==> src/rtl/fetch_pkg.sv <==
// Shared types and constants for the instruction fetch front end.
package fetch_pkg;

   // Fetch sequencer states: issue request, await response, present to decode,
   // swallow the response of a squashed fetch.
   typedef enum logic [1:0] {
      StReq,
      StWait,
      StHold,
      StDrop
   } fetch_state_e;

   localparam logic [31:0] DefaultResetPc = 32'h0000_0000;
   localparam logic [31:0] DefaultPcInc   = 32'd4;
   localparam logic [31:0] PcAlignMask    = 32'hFFFF_FFFC;

   // Force a fetch address onto a word boundary.
   function automatic logic [31:0] align_pc(input logic [31:0] addr);
      return addr & PcAlignMask;
   endfunction

endpackage

==> src/rtl/fetch_pc_reg.sv <==
// Fetch PC register: async reset, load (redirect) beats increment.
module fetch_pc_reg
   import fetch_pkg::*;
#(
   parameter logic [31:0] RESET_PC = DefaultResetPc,
   parameter logic [31:0] PC_INC   = DefaultPcInc
) (
   input  logic        clk,
   input  logic        reset,
   input  logic        load_en,
   input  logic [31:0] load_value,
   input  logic        inc_en,
   output logic [31:0] pc
);

   logic [31:0] pc_q;
   logic [31:0] pc_d;

   // Next PC: load wins over increment; increment wraps modulo 2^32.
   always_comb begin
      pc_d = pc_q;
      if (load_en) begin
         pc_d = load_value;
      end else if (inc_en) begin
         pc_d = pc_q + PC_INC;
      end
   end

   // PC state register.
   always_ff @(posedge clk or posedge reset) begin
      if (reset) begin
         pc_q <= RESET_PC;
      end else begin
         pc_q <= pc_d;
      end
   end

   assign pc = pc_q;

endmodule

==> src/rtl/fetch_ctrl.sv <==
// Fetch sequencer: one outstanding imem request, one-entry holding register
// to decode, redirects squash any in-flight or held instruction.
module fetch_ctrl
   import fetch_pkg::*;
#(
   parameter logic [31:0] RESET_PC = DefaultResetPc,
   parameter logic [31:0] PC_INC   = DefaultPcInc
) (
   input  logic        clk,
   input  logic        reset,
   input  logic        redirect_valid,
   input  logic [31:0] redirect_target,
   output logic        imem_req_valid,
   output logic [31:0] imem_req_addr,
   input  logic        imem_req_ready,
   input  logic        imem_resp_valid,
   input  logic [31:0] imem_resp_data,
   output logic        inst_valid,
   output logic [31:0] inst_data,
   output logic [31:0] inst_pc,
   input  logic        inst_ready,
   output logic [31:0] pc_out
);

   fetch_state_e state_q, state_d;
   logic         inst_valid_q, inst_valid_d;
   logic [31:0]  inst_data_q, inst_data_d;
   logic [31:0]  inst_pc_q, inst_pc_d;
   logic         pc_inc;
   logic [31:0]  pc;

   fetch_pc_reg #(
      .RESET_PC (RESET_PC),
      .PC_INC   (PC_INC)
   ) u_pc_reg (
      .clk        (clk),
      .reset      (reset),
      .load_en    (redirect_valid),
      .load_value (align_pc(redirect_target)),
      .inc_en     (pc_inc),
      .pc         (pc)
   );

   // Next-state and holding-register update; redirect outranks normal progress.
   always_comb begin
      state_d      = state_q;
      inst_valid_d = inst_valid_q;
      inst_data_d  = inst_data_q;
      inst_pc_d    = inst_pc_q;
      pc_inc       = 1'b0;
      unique case (state_q)
         StReq: begin
            // imem_req_valid is high here, so ready alone completes the handshake.
            if (imem_req_ready) begin
               if (redirect_valid) begin
                  state_d = StDrop;
               end else begin
                  state_d   = StWait;
                  inst_pc_d = pc;
               end
            end
         end
         StWait: begin
            if (redirect_valid) begin
               state_d = imem_resp_valid ? StReq : StDrop;
            end else if (imem_resp_valid) begin
               state_d      = StHold;
               inst_valid_d = 1'b1;
               inst_data_d  = imem_resp_data;
               pc_inc       = 1'b1;
            end
         end
         StHold: begin
            if (redirect_valid || inst_ready) begin
               state_d      = StReq;
               inst_valid_d = 1'b0;
            end
         end
         StDrop: begin
            if (imem_resp_valid) begin
               state_d = StReq;
            end
         end
         default: begin
            state_d = StReq;
         end
      endcase
   end

   // FSM and holding-register state.
   always_ff @(posedge clk or posedge reset) begin
      if (reset) begin
         state_q      <= StReq;
         inst_valid_q <= 1'b0;
         inst_data_q  <= 32'h0;
         inst_pc_q    <= 32'h0;
      end else begin
         state_q      <= state_d;
         inst_valid_q <= inst_valid_d;
         inst_data_q  <= inst_data_d;
         inst_pc_q    <= inst_pc_d;
      end
   end

   assign imem_req_valid = (state_q == StReq) && !reset;
   assign imem_req_addr  = pc;
   assign pc_out         = pc;
   assign inst_valid     = inst_valid_q;
   assign inst_data      = inst_data_q;
   assign inst_pc        = inst_pc_q;

endmodule

==> config.mk <==
export PLATFORM = sky130hd
export DESIGN_NAME = fetch_ctrl
export DESIGN_NICKNAME = d
export VERILOG_FILES = /design/src/rtl/fetch_pkg.sv /design/src/rtl/fetch_pc_reg.sv /design/src/rtl/fetch_ctrl.sv
export SDC_FILE = /design/constraint.sdc
export NUM_CORES = 1
export LEC_CHECK = 0
export ABC_AREA = 1
export BUFFER_PORTS_ARGS = -buffer_cell sky130_fd_sc_hd__buf_4
export CAP_MARGIN = 20
export CORE_ASPECT_RATIO = 0.75
export CORE_UTILIZATION = 49
export CTS_CLUSTER_DIAMETER = 50
export DETAILED_ROUTE_END_ITERATION = 6
export GPL_TIMING_DRIVEN = 0
export PLACE_DENSITY = 0.8
export RECOVER_POWER = 100
export SLEW_MARGIN = 40
export SYNTH_ARGS = -nofsm -noshare
export SYNTH_HDL_FRONTEND = slang
export SYNTH_SLANG_ARGS = --single-unit
==> constraint.sdc <==
create_clock -name clk -period 3.1 [get_ports clk]
set_input_delay 0.155 -clock clk [delete_from_list [all_inputs] [get_ports clk]]
set_output_delay 0.155 -clock clk [all_outputs]
set_load 0.005 [all_outputs]
==> flow_summary_export.csv, run 1 <==
group,metric,value,unit
setup_path,crit_path_max_fanout,10,
global_routing,grt_use_met3,7.639,%
floorplanning,rows,31,
cts,h-tree-depth,3,
drt,ant_nets,0,
floorplanning,die_y,90.48,um
drt,dr.first_iter.drc_count,368,
placed_design,postPlaceCellArea,6768,sq um
global_routing,grt_pass1_vias,4813,
run_status,status,"complete, but fails checks",
sta,rsz0062_at_grt,"false",
finish,layoutNonFillerInstCount,941,
synthesis,yosys_warnings,0,
global_routing,antenna_found_initial,0,
sta,period_share,77.32,%
sta,worstMarginPinSlew,1.474,ns
global_routing,grtUsageTotal,29.91,%
power,vdd_drop_max,0.0003921,V
floorplanning,die_area,10860,sq um
setup_path,path_class,"reg -> reg",
setup_path,cpPeakStageDelay,0.56,ns
placed_design,io_buffers,191,
drt,viasPerCell,5.205,
drt,drc,0,
floorplanning,pin_count,200,
finish,finalNetCount,876,
cts,clk_pin_slew_worst_paths,0.07,ns
power,leakage,3.462,nW
cts,cts_tree,"built",
finish,final_cell_area,6842,sq um
setup_path,cp.arrival,2.63,ns
sta,maxSlewViolCount,0,
setup_path,cp-end-kind,"flip-flop",
sta,setup_viol,0,
setup_path,crit_top_cell,"nand2_1",
synthesis,seq_area_frac_synth,46.48,%
placed_design,hpwl,11940,um
synthesis,synth_ff_type,"dfrtp_1",
job,drv_cap,1,
sta,timing.fmax,417.2,MHz
cts,numCtsBuffers,9,
drt,firstDrtPassIters,5,
finish,antenna-diode-count,0,
synthesis,syn-cell-area,5115,sq um
placed_design,placedCellCount,925,
synthesis,ys_types,36,
global_routing,use_met1,40.97,%
cts,cts.sinks,95,
setup_path,cp.required,3.34,ns
setup_path,critPathSlowestCell,"nand2_1",
synthesis,ys_ff_latch,95,
setup_path,critical-path-top-delay-family,"buffers and inverters",
global_routing,grt_max_degree,66,
cts,clockBufferDepth,2,
synthesis,async_flop_share,100.0,%
cts,clock_latency,0.35,ns
drt,drt-total-wl,15540,um
global_routing,grt_busiest_layer,"met2",
drt,vias,4898,
finish,final_util,69.17,%
worst_hold_path,hp-class,"in -> reg",
setup_path,critPathBufInv,3,
finish,area_delta_synth_final,33.76,%
drt,wire_per_inst,16.51,um
sta,min_period,2.397,ns
sta,hold_viol_final,0,
setup_path,start_kind,"flip-flop",
synthesis,netlist_instances,596,
synthesis,synth-edff-count,0,
run_status,failed_checks,"max-capacitance violations",
cts,cts_root_buffer,"clkbuf_16",
cts,cts.repair.resized,0,
global_routing,grt_pass1_wl,24980,um
placed_design,gp_congestion,0.9262,
setup_path,path_cells,"inv_1, nand3_4, clkinvlp_2, nand2_1, buf_4, nor2_1, a22oi_1, nand2_1",
sta,slew_headroom,1.183,%
sta,finClkSkew,0.008828,ns
synthesis,avgSynthCellArea,8.582,sq um
floorplanning,core_area,9891,sq um
global_routing,use_met2,46.74,%
power,finalPower,5.284,mW
finish,drive_gt1_share,31.64,%
floorplanning,initial_core_util,51.71,%
global_routing,overflow,0,
power,powerDensity,772.4,nW/um^2
floorplanning,die-width,120.0,um
synth_stat cells (4+ instances only):
library cell  count  area, sq um
clkbuf_1          4        15.01
nand2_1         172        645.6
inv_1            42        157.7
mux2_4           30        450.4
buf_2             8        40.04
mux2_2            6        67.56
o21ai_0          45        225.2
a21oi_1          11        55.05
nor2_1           69        259.0
o22ai_1           4        25.02
buf_4            39        292.8
o211ai_1          5        37.54
dfrtp_1          95         2377
nor3_1            4        20.02
nand3_1          27        135.1
logic make-up after synthesis:
| family | share of synthesized area, % |
|---|---|
| compound gates | 7.657 |
| xor+xnor | 0.3425 |
| fa+ha+maj | 0.2446 |
| buf+inv | 11.62 |
| flops | 46.48 |
| mux | 10.13 |
| other cells | 0.07332 |
| simple gates | 23.46 |
placed cells by master, fill, tap and decap left out, types with 3 or more instances in the layout:
master / count
o21ai_0: 45
nand2_1: 174
a21oi_1: 11
buf_4: 105
buf_12: 3
o22ai_1: 4
nand4_1: 3
nand3_1: 27
inv_1: 42
a31oi_1: 3
clkinvlp_2: 3
nor2_1: 71
clkbuf_16: 9
buf_2: 4
dfrtp_1: 95
mux2_1: 27
mux2_2: 6
mux2_4: 3
nor3_1: 4
clkbuf_1: 22
conb_1: 6
o211ai_1: 5
clkinv_2: 3
clkbuf_4: 111
path summary, 6_finish.rpt:
| check | start | cells after the start | endpoint | slack (ns) |
|---|---|---|---|---|
| worst min register to register | inst_pc[9] | 2 | inst_pc[9] | 0.48 |
| worst min-delay path | imem_resp_data[27] | 2 | inst_data[27] | 0.01 |
| worst max-delay path | state_q[1] | 8 | u_pc_reg.pc[14] | 0.70 |
| max in group asynchronous | reset | 4 | u_pc_reg.pc[21] | 1.53 |
| worst max register to register | state_q[1] | 8 | u_pc_reg.pc[14] | 0.70 |
| min in group asynchronous | reset | 3 | inst_pc[3] | 0.69 |
layout make-up:
class	instances	area, sq um
Buffer	55	406.6
Clock buffer	11	242.7
Clock inverter	4	22.52
Fill cell	849	3049
Inverter	46	176.4
Multi-Input combinational cell	405	2032
Sequential cell	95	2377
Tap cell	132	165.2
Timing Repair Buffer	193	1419
timing repair:
action	CTS	global route
setup buffers	0	0
hold buffers	1	0
hold endpoints to repair	30	0
power by group:
group,leakage (nW),total [mW],switching [mW],internal [mW]
registers,1.14,2.14,0.400,1.74
clock network,0.131,1.03,0.475,0.558
logic,2.19,2.11,0.962,1.15
total,3.46,5.28,1.84,3.45
worst register-to-register path, delay by kind of cell (launching register included):
kind	cells	cell delay [ns]
buffers and inverters	3	0.84
AO/OA/AOI/OAI	1	0.17
flip-flops	1	0.44
AND/OR/NAND/NOR	4	0.83
registers in the layout, indices dropped and copies added (netlist names):
register,flops
inst_pc,30
u_pc_reg.pc,30
inst_data,32
inst_valid,1
state_q,2
stage by stage:
| stage | TNS (ns) | hold WS [ns] | setup WS [ns] |
|---|---|---|---|
| after detailed placement | 0 | 0.1304 | 1.326 |
| after global routing | 0 | 0.01170 | 0.5355 |
| after global placement | -60.58 | 0.3870 | -0.6451 |
| final | 0 | 0.01393 | 0.7031 |
| after CTS | 0 | 0.03180 | 1.297 |
| after floorplan | 0 | 0.3017 | 0.4680 |
per-layer routing:
layer | share of wire (%) | wire length, um | vias to the layer above
met5 | 0 | 0 | -
met3 | 9.5 | 1470 | 30
li1 | - | - | 2296
met4 | 2.1 | 329 | 0
met2 | 47 | 7256 | 256
met1 | 42 | 6481 | 2316
Power figures use the tool's default switching activity.
==> inputs of run 2 (changes only) <==
--- a/config.mk
+++ b/config.mk
@@ -5,11 +5,11 @@
 export SDC_FILE = /design/constraint.sdc
 export NUM_CORES = 1
 export LEC_CHECK = 0
-export ABC_AREA = 1
+export ABC_AREA = 0
 export BUFFER_PORTS_ARGS = -buffer_cell sky130_fd_sc_hd__buf_4
 export CAP_MARGIN = 20
 export CORE_ASPECT_RATIO = 0.75
-export CORE_UTILIZATION = 49
+export CORE_UTILIZATION = 47
 export CTS_CLUSTER_DIAMETER = 50
 export DETAILED_ROUTE_END_ITERATION = 6
 export GPL_TIMING_DRIVEN = 0
==> constraint.sdc (replaced) <==
create_clock -name clk -period 2.5 [get_ports clk]
set_input_delay 0.125 -clock clk [delete_from_list [all_inputs] [get_ports clk]]
set_output_delay 0.125 -clock clk [all_outputs]
set_load 0.005 [all_outputs]
==> flow_summary_export.csv, run 2 <==
group,metric,value,unit
floorplanning,pin_count,200,
power,leakage,2.908,nW
finish,finalNetCount,682,
synthesis,synth-edff-count,0,
global_routing,overflow,0,
global_routing,use_met1,29.59,%
setup_path,rr_startpoint,"state_q[1]",
setup_path,start_kind,"flip-flop",
finish,seqCellArea,2377,sq um
drt,wire_per_inst,16.57,um
power,powerDensity,882.1,nW/um^2
finish,area_delta_synth_final,43.81,%
sta,hold_viol_final,0,
placed_design,gp_congestion,0.8016,
setup_path,rrSetupSlack,0.32,ns
cts,cts_setup_buffers,0,
setup_path,cp-end-kind,"flip-flop",
sta,tns,0,ns
setup_path,cp.arrival,2.40,ns
global_routing,grt_pass1_vias,3824,
synthesis,ys_types,38,
synthesis,yosys_warnings,0,
synthesis,seq_area_frac_synth,52.85,%
synthesis,synth_ff_type,"dfrtp_1",
placed_design,hpwl,9234,um
global_routing,grt_pass1_wl,18890,um
sta,slew_headroom,8.745,%
sta,timing.fmax,459.2,MHz
global_routing,grt_busiest_layer,"met2",
synthesis,netlist_top_cells_area,"dfrtp_1 (53%), mux2_2 (16%), buf_4 (6.0%), o21ai_0 (2.6%), a31oi_1 (2.4%)",
cts,clock_latency,0.34,ns
drt,firstDrtPassIters,4,
placed_design,io_buffers,191,
global_routing,antenna_found_initial,0,
drt,vias,3858,
global_routing,grt_use_met3,6.503,%
power,finalPower,5.706,mW
cts,h-tree-depth,3,
cts,cts_tree,"built",
global_routing,grtUsageTotal,24.83,%
synthesis,ys_ff_latch,95,
cts,cts_root_buffer,"clkbuf_16",
drt,viasPerCell,5.192,
sta,period_share,87.11,%
floorplanning,rows,30,
setup_path,path_class,"reg -> reg",
drt,drt-total-wl,12310,um
floorplanning,die_y,86.72,um
sta,worstMarginPinSlew,1.369,ns
setup_path,ff2ff_path_depth,4,
cts,ctsHoldBuffers,8,
setup_path,cp.required,2.72,ns
drt,dr.first_iter.drc_count,151,
global_routing,use_met2,44.58,%
cts,numCtsBuffers,9,
synthesis,synth_common_cells,"dfrtp_1 (95), mux2_2 (62), buf_4 (36), o21ai_0 (23), nor2_1 (22)",
synthesis,avgSynthCellArea,11.47,sq um
synthesis,netlist.area_leader.share,52.85,%
job,drv_cap,0,
synthesis,yosys.area.top_type,"dfrtp_1",
run_status,status,"completed",
sta,setup_viol,0,
sta,rsz0062_at_grt,"false",
floorplanning,die_area,9969,sq um
finish,n_fill_cell,738,
finish,final_util,70.63,%
power,vdd_drop_max,0.0006770,V
synthesis,async_flop_share,100.0,%
finish,final_cell_mix,"clkbuf_4 (107), buf_4 (103), dfrtp_1 (95), mux2_2 (62), clkbuf_1 (36)",
floorplanning,core_area,9159,sq um
synthesis,syn-cell-area,4498,sq um
global_routing,grt_max_degree,27,
finish,largest_reg_flops,32,
cts,clk_pin_slew_worst_paths,0.06,ns
synthesis,netlist_instances,392,
sta,min_period,2.178,ns
setup_path,crit_path_max_fanout,10,
setup_path,endpoint,"inst_pc[18]",
finish,multi_input_area,1753,sq um
finish,drive_gt1_share,48.13,%
worst_hold_path,hp-class,"in -> reg",
setup_path,crit_path_start,"state_q[1]",
drt,drc,0,
sta,maxSlewViolCount,0,
cts,cts.repair.resized,0,
sta,finClkSkew,0.005314,ns
floorplanning,die-width,115.0,um
drt,ant_nets,0,
finish,antenna-diode-count,0,
synthesis,yosysMostFrequentCell,"dfrtp_1",
finish,final_common_cell,"clkbuf_4",
cts,clockBufferDepth,2,
setup_path,reg2reg_to,"inst_pc[18]",
floorplanning,initial_core_util,49.11,%
cts,cts.sinks,95,
==> run 2: cell types whose count changed after synthesis, sizes merged, moves of 17 or more <==
cell	change
nand3	-17
nor2	-52
mux2	+26
nand2	-155
inv	-39
o21ai	-22
==> run 2: worst min-delay path by stage <==
| stage | startpoint | end | slack (ns) | cells past startpoint |
|---|---|---|---|---|
| 3_3_place_gp | redirect_target[9] | u_pc_reg.pc[9] | 0.34 | 3 |
| 2_1_floorplan | imem_resp_valid | state_q[1] | 0.22 | 1 |
| 5_1_grt | redirect_target[8] | u_pc_reg.pc[8] | 0.004 | 3 |
| 6_report | redirect_target[2] | u_pc_reg.pc[2] | 0.01 | 3 |
| 4_1_cts | redirect_target[2] | u_pc_reg.pc[2] | 0.003 | 3 |
| 3_5_place_dp | reset | inst_valid | 0.03 | 2 |
==> run 2: worst max-delay path: stages (launching register included) <==
cell and delay [ns]:
dfrtp_1 0.44, or3b_2 0.49, nor2_1 0.20, clkbuf_1 0.53, mux2_2 0.41
==> run 2: report_power, final <==
group | switching, mW | internal [mW] | total [mW]
combinational | 0.667 | 1.18 | 1.84
clock | 0.580 | 0.797 | 1.38
sequential | 0.382 | 2.10 | 2.49
==> run 2: metrics by stage <==
stage	std cells	cell area (sq um)	hold slack, ns	worst slack, ns
floorplan	397	4521	0.2233	0.8174
finish	743	6469	0.009606	0.3222
CTS	743	6580	0.002696	0.4974
global placement	716	6115	0.3383	0.6101
detailed placement	720	6202	0.03426	0.5375
global route	743	6469	0.003950	0.1996
==> run 2: final cells by class <==
cell class	instances	share of cell area, %
Tap cell	128	2.476
Timing Repair Buffer	203	23.27
Inverter	8	0.4836
Sequential cell	95	36.75
Buffer	55	5.319
Clock inverter	5	0.9091
Multi-Input combinational cell	239	27.10
Clock buffer	10	3.694
==> run 2: cell families after synthesis <==
kind of cell / Yosys count / share of synthesized area, %
fa+ha+maj: 1 / 0.2781
other cells: 1 / 0.08337
buf+inv: 63 / 8.567
mux: 63 / 15.74
simple gates: 104 / 13.10
flops: 95 / 52.85
xor+xnor: 10 / 1.947
compound gates: 55 / 7.427
==> run 2: routing by layer <==
layer	up-vias	routed length [um]
met5	-	0
met4	0	147
met3	13	831
met2	157	6266
met1	1880	5065
li1	1808	-
